### src/rtl/uart_packet_tx.sv
// Sends one PKT_LEN-bit packet as back-to-back 8N1 frames, LSB of val_in first,
// then holds the line idle for GAP_CYCLES so the peer's idle timeout closes the packet.
module uart_packet_tx #(
  parameter int CLK_HZ     = 65_000_000,
  parameter int BAUD_RATE  = 9600,
  parameter int DIVISOR    = 6771,
  parameter int PKT_LEN    = 208,
  parameter int GAP_CYCLES = 260_000
) (
  input  logic               clk_in,
  input  logic               rst_in,
  input  logic               trigger_in,
  input  logic [PKT_LEN-1:0] val_in,
  output logic               data_out,
  output logic               busy_out,
  output logic               done_out
);

  localparam int BYTES = PKT_LEN / 8;
  localparam int BW    = (BYTES > 1) ? $clog2(BYTES) : 1;
  localparam int CW    = $clog2(DIVISOR);
  localparam int GW    = $clog2(GAP_CYCLES + 1);

  localparam logic [CW-1:0] BAUD_LAST = CW'(DIVISOR - 1);
  localparam logic [GW-1:0] GAP_LAST  = GW'(GAP_CYCLES - 1);
  localparam logic [BW-1:0] BYTE_LAST = BW'(BYTES - 1);

  if (DIVISOR < 2 || PKT_LEN % 8 != 0 || GAP_CYCLES < 1 || CLK_HZ / BAUD_RATE < 2) begin : g_param_check
    $error("uart_packet_tx: invalid parameter combination");
  end

  typedef enum logic [2:0] {IDLE, START, DATA, STOP, GAP} state_t;

  state_t             state;
  logic [CW-1:0]      baud_cnt;
  logic [GW-1:0]      gap_cnt;
  logic [2:0]         bit_idx;
  logic [BW-1:0]      byte_idx;
  logic [PKT_LEN-1:0] shift_reg;
  logic               prev;
  logic               baud_wrap;

  assign baud_wrap = (baud_cnt == BAUD_LAST);

  // Outputs are registered alongside the state, so data_out changes on the same
  // edge the state does; the shift register always presents the next bit at [0].
  always_ff @(posedge clk_in) begin
    if (rst_in) begin
      state     <= IDLE;
      data_out  <= 1'b1;
      busy_out  <= 1'b0;
      done_out  <= 1'b0;
      baud_cnt  <= '0;
      gap_cnt   <= '0;
      bit_idx   <= '0;
      byte_idx  <= '0;
      shift_reg <= '0;
      prev      <= trigger_in;
    end else begin
      prev     <= trigger_in;
      done_out <= 1'b0;
      case (state)
        IDLE: begin
          data_out <= 1'b1;
          busy_out <= 1'b0;
          if (trigger_in && !prev) begin
            shift_reg <= val_in;
            byte_idx  <= '0;
            baud_cnt  <= '0;
            data_out  <= 1'b0;
            busy_out  <= 1'b1;
            state     <= START;
          end
        end
        START: begin
          if (baud_wrap) begin
            baud_cnt  <= '0;
            bit_idx   <= '0;
            data_out  <= shift_reg[0];
            shift_reg <= {1'b0, shift_reg[PKT_LEN-1:1]};
            state     <= DATA;
          end else begin
            baud_cnt <= baud_cnt + 1'b1;
          end
        end
        DATA: begin
          if (baud_wrap) begin
            baud_cnt <= '0;
            if (bit_idx == 3'd7) begin
              data_out <= 1'b1;
              state    <= STOP;
            end else begin
              bit_idx   <= bit_idx + 3'd1;
              data_out  <= shift_reg[0];
              shift_reg <= {1'b0, shift_reg[PKT_LEN-1:1]};
            end
          end else begin
            baud_cnt <= baud_cnt + 1'b1;
          end
        end
        STOP: begin
          if (baud_wrap) begin
            baud_cnt <= '0;
            if (byte_idx != BYTE_LAST) begin
              byte_idx <= byte_idx + 1'b1;
              data_out <= 1'b0;
              state    <= START;
            end else begin
              done_out <= 1'b1;
              gap_cnt  <= '0;
              state    <= GAP;
            end
          end else begin
            baud_cnt <= baud_cnt + 1'b1;
          end
        end
        GAP: begin
          if (gap_cnt == GAP_LAST) begin
            gap_cnt  <= '0;
            busy_out <= 1'b0;
            state    <= IDLE;
          end else begin
            gap_cnt <= gap_cnt + 1'b1;
          end
        end
        default: begin
          data_out <= 1'b1;
          busy_out <= 1'b0;
          state    <= IDLE;
        end
      endcase
    end
  end

endmodule

### config.mk
export PLATFORM = sky130hd
export DESIGN_NAME = uart_packet_tx
export DESIGN_NICKNAME = d
export VERILOG_FILES = /design/src/rtl/uart_packet_tx.sv
export SDC_FILE = /design/constraint.sdc
export NUM_CORES = 1
export LEC_CHECK = 0
export ABC_AREA = 0
export CAP_MARGIN = 20
export CORE_ASPECT_RATIO = 1.4
export CORE_UTILIZATION = 45
export DETAILED_ROUTE_END_ITERATION = 7
export HOLD_SLACK_MARGIN = 0.03
export PLACE_DENSITY = 0.7
export SYNTH_ARGS = -nofsm -noshare
export SYNTH_HDL_FRONTEND = slang
export SYNTH_SLANG_ARGS = --single-unit
### constraint.sdc
create_clock -name clk_in -period 6.6 [get_ports clk_in]
set_clock_uncertainty 0.1 [all_clocks]
set_input_delay 1.32 -clock clk_in [delete_from_list [all_inputs] [get_ports clk_in]]
set_output_delay 1.32 -clock clk_in [all_outputs]
set_load 0.02 [all_outputs]
-- Word level (Yosys, flattened, before mapping)
Cells that the tools add are included.
- memory bits (read-only): 0
- memories: 0
- bits in registers: 254
- output and inout port bits: 3
- bits in writable memories: 0
- word-level logic and storage cells: 92
- latch bits: 0
- add/subtract/negate cells: 4
- reductions and logical operators: 18
- shifts and indexed selects: 0
- $lt $le $gt $ge: 0
- divide/modulo/power cells: 0
- multipliers: 0
- mux-type cells: 39
- bitwise gates (word level): 4
- eq/ne operators: 17
- operators with widths (kind ; count):
    two-way mux 208 bit ; 4
    one-hot mux 208 bit (3 select lines) ; 1
    two-way mux 18 bit ; 3
    one-hot mux 18 bit (2 select lines) ; 1
    two-way mux 3 bit ; 10
    two-way mux 13 bit ; 2
    one-hot mux 13 bit (2 select lines) ; 1
    adder 18 x 1 -> 18 bit, second input constant ; 1
    == test 18 bit, second input constant ; 1
    != test 2 bit, second input constant ; 9
    two-way mux 5 bit ; 3
    one-hot mux 3 bit (5 select lines) ; 1
    adder 13 x 1 -> 13 bit, second input constant ; 1
    == test 13 bit, second input constant ; 1
    one-hot mux 5 bit (2 select lines) ; 1
    AND reduction 5 bit ; 2
    two-way mux 1 bit ; 9
    AND reduction 4 bit ; 2
    nonzero test 2 bit ; 4
    == test 3 x 2 -> 1 bit, second input constant ; 2
    == test 3 bit, second input constant ; 2
    one-hot mux 3 bit (2 select lines) ; 1
    AND reduction 6 bit ; 1
    OR reduction 3 bit ; 2
    13 further kinds ; 17

-- Longest topological paths before layout
Gate-level depths: netlist (run 1).
- depth in word-level cells: 4
- mapped depth: 10
- gate-level depth less buffers: 7

-- Worst setup path before layout (run 1)
OpenSTA, ideal clock, no wires.
- path type: input -> register
- start point: in trigger_in
- end point: reg shift_reg[100]
- cell stages on the path: 7
- path slack: 3.869 ns
- library setup time: 0.146 ns
- data required time: 6.354 ns
- arrival: 2.485 ns
- cells stage by stage: nand2b_1 > a21o_1 > a221oi_2 > buf_4 > buf_2 > buf_4 > a211oi_2
- longest elaborated chain between the ends: 3
- RTL lines (element ; line ; source):
    from (decl) ; 12 ; input logic trigger_in,
    logical AND 1 bit ; 66 ; if (trigger_in && !prev) begin
    != test 2 bit (no source line) ; n/a ;
    AND reduction 5 bit (no source line) ; n/a ;
    to (signal assigned) ; 67 ; shift_reg <= val_in;
    to (signal assigned) ; 80 ; shift_reg <= {1'b0, shift_reg[PKT_LEN-1:1]};
    to (signal assigned) ; 95 ; shift_reg <= {1'b0, shift_reg[PKT_LEN-1:1]};
    to (decl) ; 39 ; logic [PKT_LEN-1:0] shift_reg;
No other way between the ends.
A chain may end at the register's enable or synchronous reset.

-- Worst setup path after layout (run 1)
- start point: in trigger_in
- end point: reg shift_reg[102]
The elaborated chain is that of the path after synthesis.

==> results of run 1 <==
[per-layer routing]
metal  vias to the layer above  track usage
li1                       4814            -
met1                      4418        0.229
met2                       206        0.333
met3                        36       0.0359
met4                         0       0.0600
met5                         -            0
[logic make-up (layout without fill, tap and decap cells)]
logic type / count (synthesis) / in the layout / share of synthesized area
AND/OR/NAND/NOR: 353 / 353 / 0.132
AO/OA/AOI/OAI: 286 / 286 / 0.216
flip-flops: 254 / 254 / 0.416
multiplexers: 209 / 209 / 0.171
buffers and inverters: 115 / 279 / 0.0532
adder cells (fa/ha/maj): 7 / 7 / 0.00716
XOR/XNOR: 7 / 7 / 0.00501
other: 0 / 3 / 0
[placed cells by master (no fill, tap or decap), types with 4 or more instances in the layout]
cell             count
nand2_1             22
nand3_1             12
clkbuf_8             9
nor2_1             231
a21oi_1             24
clkbuf_1             6
and3_1              11
xor2_1               4
clkbuf_16           27
nor3_1              14
a211oi_1            96
dfxtp_1            254
o21ai_0             17
or3_1                6
a21o_1               5
clkdlybuf4s50_1    212
nand2b_1            13
nor4_1               4
buf_4                8
inv_1               11
a211o_1              7
ha_1                 7
nand4_1             11
mux2i_1            208
a211oi_2           113
[report_power, final]
part | switching (mW) | internal [mW]
sequential | 0.102 | 1.73
clock | 0.590 | 0.883
combinational | 0.489 | 0.445
total | 1.18 | 3.06
[path summary, 6_finish.rpt]
path	start	to	cells past startpoint
worst max-delay path	trigger_in	shift_reg[102]	7
worst min register to register	bit_idx[1]	bit_idx[1]	2
worst min-delay path	bit_idx[1]	bit_idx[1]	2
worst max register to register	state[1]	shift_reg[114]	6
[per-stage QoR]
step / cell area, um^2 / worst slack, ps / util / hold slack [ps]
2_1_floorplan: 12200 / 3870 / - / 336
3_3_place_gp: 14300 / 2770 / 0.534 / 342
3_5_place_dp: 14300 / 2700 / 0.534 / 351
4_1_cts: 15200 / 3230 / 0.567 / 358
5_1_grt: 15200 / 3010 / 0.567 / 379
6_report: 15200 / 3160 / 0.567 / 355
[worst reg2reg max path, cell delays in order, from the launching register on]
cell and delay, ps:
dfxtp_1 560, nand2b_1 190, a21oi_4 210, buf_4 710, buf_4 840, mux2i_1 390, a211oi_2 100
[final cells by class]
type,count,area [um^2],area share
diodes,3,7.51,0.000494
clock buffers,42,822,0.0541
clock inverters,3,40.0,0.00263
inverters,11,41.3,0.00272
multi-input cells,862,6520,0.429
flip-flops and latches,254,5080,0.334
well taps,365,457,0.0300
repair buffers,223,2240,0.147
==> impl_metrics.csv, run 1 <==
group,metric,value,unit
outcome,status,"complete, no violations",
setup_path,arrival,3760,ps
yosys,syn_nets,1449,
timing,drv_slew,0,
cells_and_area,nets,1596,
setup_path,cp_slowest_stage_delay,600,ps
setup_path,crit_buf_inv,2,
setup_path,critPathTopFamily,"buffers and inverters",
clock_network,post_cts_resized,0,
yosys,synth_area_leaders,"dfxtp_1 (42%), mux2i_1 (17%), a211oi_2 (12%), nor2_1 (7.1%), a211oi_1 (5.9%)",
floorplanning,rows,71,
route,drt-initial-drc-count,442,
pwr,cellPowerDensity,279,nW/um^2
global_routing,grt_pass1_vias,9104,
floorplanning,die_w,141,um
setup_path,start_kind,"input pin",
placed_design,dp_hpwl,17.5,mm
pwr,vdd_drop_max,0.000180,V
clock_network,clockRootBuffer,"clkbuf_16",
timing,fmax,291,MHz
global_routing,grt_max_degree,176,
worst_hold_path,hold_path.class,"reg -> reg",
route,post_drt_via_cell_ratio,5.37,
setup_path,crit_slowest_cell,"buf_12",
clock_network,clk_pin_slew,60,ps
clock_network,postCtsSetupRepairBufs,0,
global_routing,gr-total-overflow,0,
placed_design,gp_congestion,0.824,
clock_network,holdBufCountCts,0,
route,drt-pass1-iter-count,4,
cells_and_area,fillers,2424,
placed_design,dp.cells,1715,
setup_path,crit_path_end_kind,"flip-flop",
timing,fin_tns_setup,0,ps
timing,tightestPinTransition,1070,ps
cells_and_area,area_growth,24.3,%
route,wl_met2,13.0,mm
route,ant_nets,0,
floorplanning,start_util,0.456,
setup_path,crit_type,"in -> reg",
clock_network,htree_levels,1,
yosys,postSynthCellCount,1231,
job,drv_cap,0,
yosys,synth.avg_cell_area,9.94,um^2
setup_path,critPathMaxFanout,175,
route,vias,9474,
cells_and_area,finalNonFillerCells,1763,
pwr,power,4.24,mW
yosys,syn-cell-area,12200,um^2
clock_network,cts.sinks,254,
timing,finalHoldViolations,0,
timing,maxSlewHeadroom,0.289,
global_routing,grt_pass1_wl,43.6,mm
timing,fin_crit_sh,0.520,
yosys,synth_top_cell_by_area,"dfxtp_1",
setup_path,reg2reg_slack,3340,ps
clock_network,cts_tree,"yes",
yosys,synth_edf_count,0,
yosys,synthFlopType,"dfxtp_1",
yosys,synth_top_area_share,0.416,
cells_and_area,largest_register_ffs,208,
yosys,synth_seq_cells,254,
global_routing,grt_usage,0.188,
floorplanning,die_h,197,um
setup_path,required,6930,ps
route,wl_met1,11.8,mm
yosys,yosys-top-cells-count,"dfxtp_1 (254), nor2_1 (231), mux2i_1 (208), a211oi_2 (113), a211oi_1 (96)",
floorplanning,die_area,27900,um^2
timing,min_period,3440,ps
route,finalWirelength,26.9,mm
setup_path,path_cells,"clkdlybuf4s50_1 -> nand2b_1 -> a21o_1 -> a221oi_4 -> buf_12 -> nor2_1 -> a211oi_2",
timing,rsz0062_at_grt,"false",
yosys,yosysMostFrequentCell,"dfxtp_1",
route,drc,0,
floorplanning,core-area,26800,um^2
clock_network,numCtsBuffers,26,
placed_design,io_buffers,213,
route,dr.max_layer_used,"met4",
cells_and_area,layout-drive-gt1-share,0.122,
yosys,ys_async_sr_fraction,0,
yosys,synth-warning-count,0,
clock_network,clk_latency,520,ps
floorplanning,ios,214,
timing,final-setup-viol-count,0,
route,routedWlPerCell,15.3,um
global_routing,antenna_found_initial,3,
clock_network,clk_path_buf_depth,3,
pwr,power.leakage,5.29,nW
yosys,synth_cell_types,57,
route,met3_length,1.51,mm
yosys,ys_seq_area_frac,0.416,
No activity file was read; power rests on OpenSTA's default activity.
==> run 2: changes to the inputs <==
Settings changed: PLACE_DENSITY 0.7 to 0.72.
Clock period 6.6 ns to 2.8 ns, I/O delays scaled along.
==> impl_metrics.csv, run 2 (synthesized netlist as in run 1, its figures left out) <==
group,metric,value,unit
pwr,p_clk_frac,0.342,
route,drt-pass1-iter-count,4,
setup_path,timing.rr.end,"shift_reg[117]",
pwr,cellPowerDensity,653,nW/um^2
timing,fin_tns_setup,0,ps
cells_and_area,multi_input_area,6520,um^2
placed_design,dp.cells,1742,
route,wl_met1,11.7,mm
timing,rsz0062_at_grt,"false",
timing,min_period,2570,ps
global_routing,grt_pass1_vias,9275,
timing,fmax,390,MHz
route,vias,9495,
pwr,switching_share,0.281,
clock_network,post_cts_resized,0,
outcome,status,"complete, no violations",
clock_network,postCtsSetupRepairBufs,0,
floorplanning,rows,71,
placed_design,gp_congestion,0.805,
cells_and_area,layout-drive-gt1-share,0.143,
cells_and_area,finalNonFillerCells,1789,
cells_and_area,fillers,2317,
worst_hold_path,hold_path.class,"reg -> reg",
floorplanning,die_area,27900,um^2
clock_network,cts_tree,"yes",
route,post_drt_via_cell_ratio,5.31,
timing,finalHoldViolations,0,
pwr,internal-power,7.33,mW
clock_network,clk_latency,520,ps
setup_path,crit_start,"bit_idx[0]",
setup_path,arrival,2880,ps
setup_path,required,3120,ps
setup_path,reg2reg_slack,230,ps
setup_path,start_kind,"flip-flop",
pwr,p_comb_frac,0.233,
placed_design,dp_hpwl,18.5,mm
global_routing,grt_max_degree,97,
clock_network,htree_levels,1,
floorplanning,die_h,197,um
setup_path,endpoint,"shift_reg[117]",
cells_and_area,antenna_cells,0,
route,drt-initial-drc-count,429,
cells_and_area,final_cell_mix,"dfxtp_1 (254), nor2_1 (231), clkdlybuf4s50_1 (212), mux2i_1 (208), a211oi_2 (113)",
pwr,pwr-share-seq,0.425,
route,drc,0,
timing,fin_crit_sh,0.916,
route,met3_length,1.32,mm
clock_network,clk_path_buf_depth,3,
global_routing,grt_usage,0.193,
setup_path,reg2regPathDepth,8,
route,finalWirelength,27.1,mm
global_routing,grt_pass1_wl,44.5,mm
global_routing,antenna_found_initial,0,
timing,tightestPinTransition,712,ps
pwr,power.leakage,5.48,nW
timing,drv_slew,0,
cells_and_area,register_area,5080,um^2
pwr,power,10.2,mW
worst_hold_path,hold_start,"bit_idx[2]",
placed_design,io_buffers,213,
route,routedWlPerCell,15.1,um
setup_path,crit_type,"reg -> reg",
floorplanning,ios,214,
setup_path,crit_path_end_kind,"flip-flop",
route,wl_met2,13.5,mm
clock_network,cts.sinks,254,
clock_network,holdBufCountCts,0,
global_routing,gr-total-overflow,0,
clock_network,clk_pin_slew,60,ps
timing,maxSlewHeadroom,0.525,
route,ant_nets,0,
clock_network,clockRootBuffer,"clkbuf_16",
floorplanning,start_util,0.456,
cells_and_area,largest_register_ffs,208,
cells_and_area,nets,1624,
floorplanning,core-area,26800,um^2
clock_network,numCtsBuffers,27,
worst_hold_path,whs_path_depth,2,
cells_and_area,area_growth,27.6,%
job,drv_cap,0,
timing,final-setup-viol-count,0,
setup_path,critPathMaxFanout,31,
pwr,vdd_drop_max,0.000437,V
pwr,switchingPower,2.86,mW
route,dr.max_layer_used,"met4",
floorplanning,die_w,141,um
setup_path,worstReg2RegStart,"bit_idx[0]",
cells_and_area,final_common_cell,"dfxtp_1",
## run 2: changes by cell type in the layout (fill, tap and decap cells not counted)
| cell | before | now |
|---|---|---|
| clkinv_2 | 2 | 5 |
| buf_4 | 8 | 20 |
| buf_12 | 2 | 17 |
| clkinvlp_4 | 0 | 3 |
| clkbuf_1 | 6 | 2 |
| clkinv_4 | 0 | 1 |
| clkbuf_8 | 9 | 8 |
| diode_2 | 3 | 0 |
## run 2: per-stage QoR
step                      cell area [um^2]  utilization  setup WS, ps  hold WS [ps]
after floorplan                      12200            -           609           336
final                                15600        0.582           235           362
after global placement               14700        0.549           122           345
after detailed placement             14700        0.549          87.1           361
after CTS                            15600        0.582           218           369
after global routing                 15600        0.582          93.0           391
## run 2: how the worst min path moves through the flow
stage | end
floorplan | bit_idx[1]
global placement | bit_idx[1]
detailed placement | bit_idx[1]
CTS | bit_idx[1]
global route | baud_cnt[7]
finish | bit_idx[2]
## run 2: metal layers
metal | vias to the layer above | global-route usage
li1 | 4861 | -
met1 | 4377 | 0.232
met3 | 42 | 0.0322
met5 | - | 0
met4 | 0 | 0.0560
met2 | 215 | 0.350
## run 2: layout make-up
| class | instances | area share |
|---|---|---|
| clock buffers | 37 | 0.0508 |
| clock inverters | 10 | 0.00553 |
| inverters | 11 | 0.00265 |
| multi-input cells | 862 | 0.418 |
| flip-flops and latches | 254 | 0.326 |
| well taps | 365 | 0.0293 |
| repair buffers | 250 | 0.168 |
## run 2: worst max-delay path: stages, from the launching register on
cell      delay, ps
dfxtp_1         320
ha_1            200
ha_1            210
or3b_1          430
a221oi_4        400
buf_12          260
buf_12          200
nor2_1           60
a211oi_1        250
## run 2: power by group through the flow
| stage | registers (mW) | logic (mW) | clock network [mW] |
|---|---|---|---|
| 6_report | 4.33 | 2.37 | 3.49 |
| 5_1_grt | 4.39 | 2.62 | 3.71 |
| 4_1_cts | 4.33 | 2.40 | 3.59 |
| 3_5_place_dp | 4.41 | 2.39 | 0 |
| 3_3_place_gp | 4.39 | 2.34 | 0 |
| 2_1_floorplan | 4.33 | 1.79 | 0 |
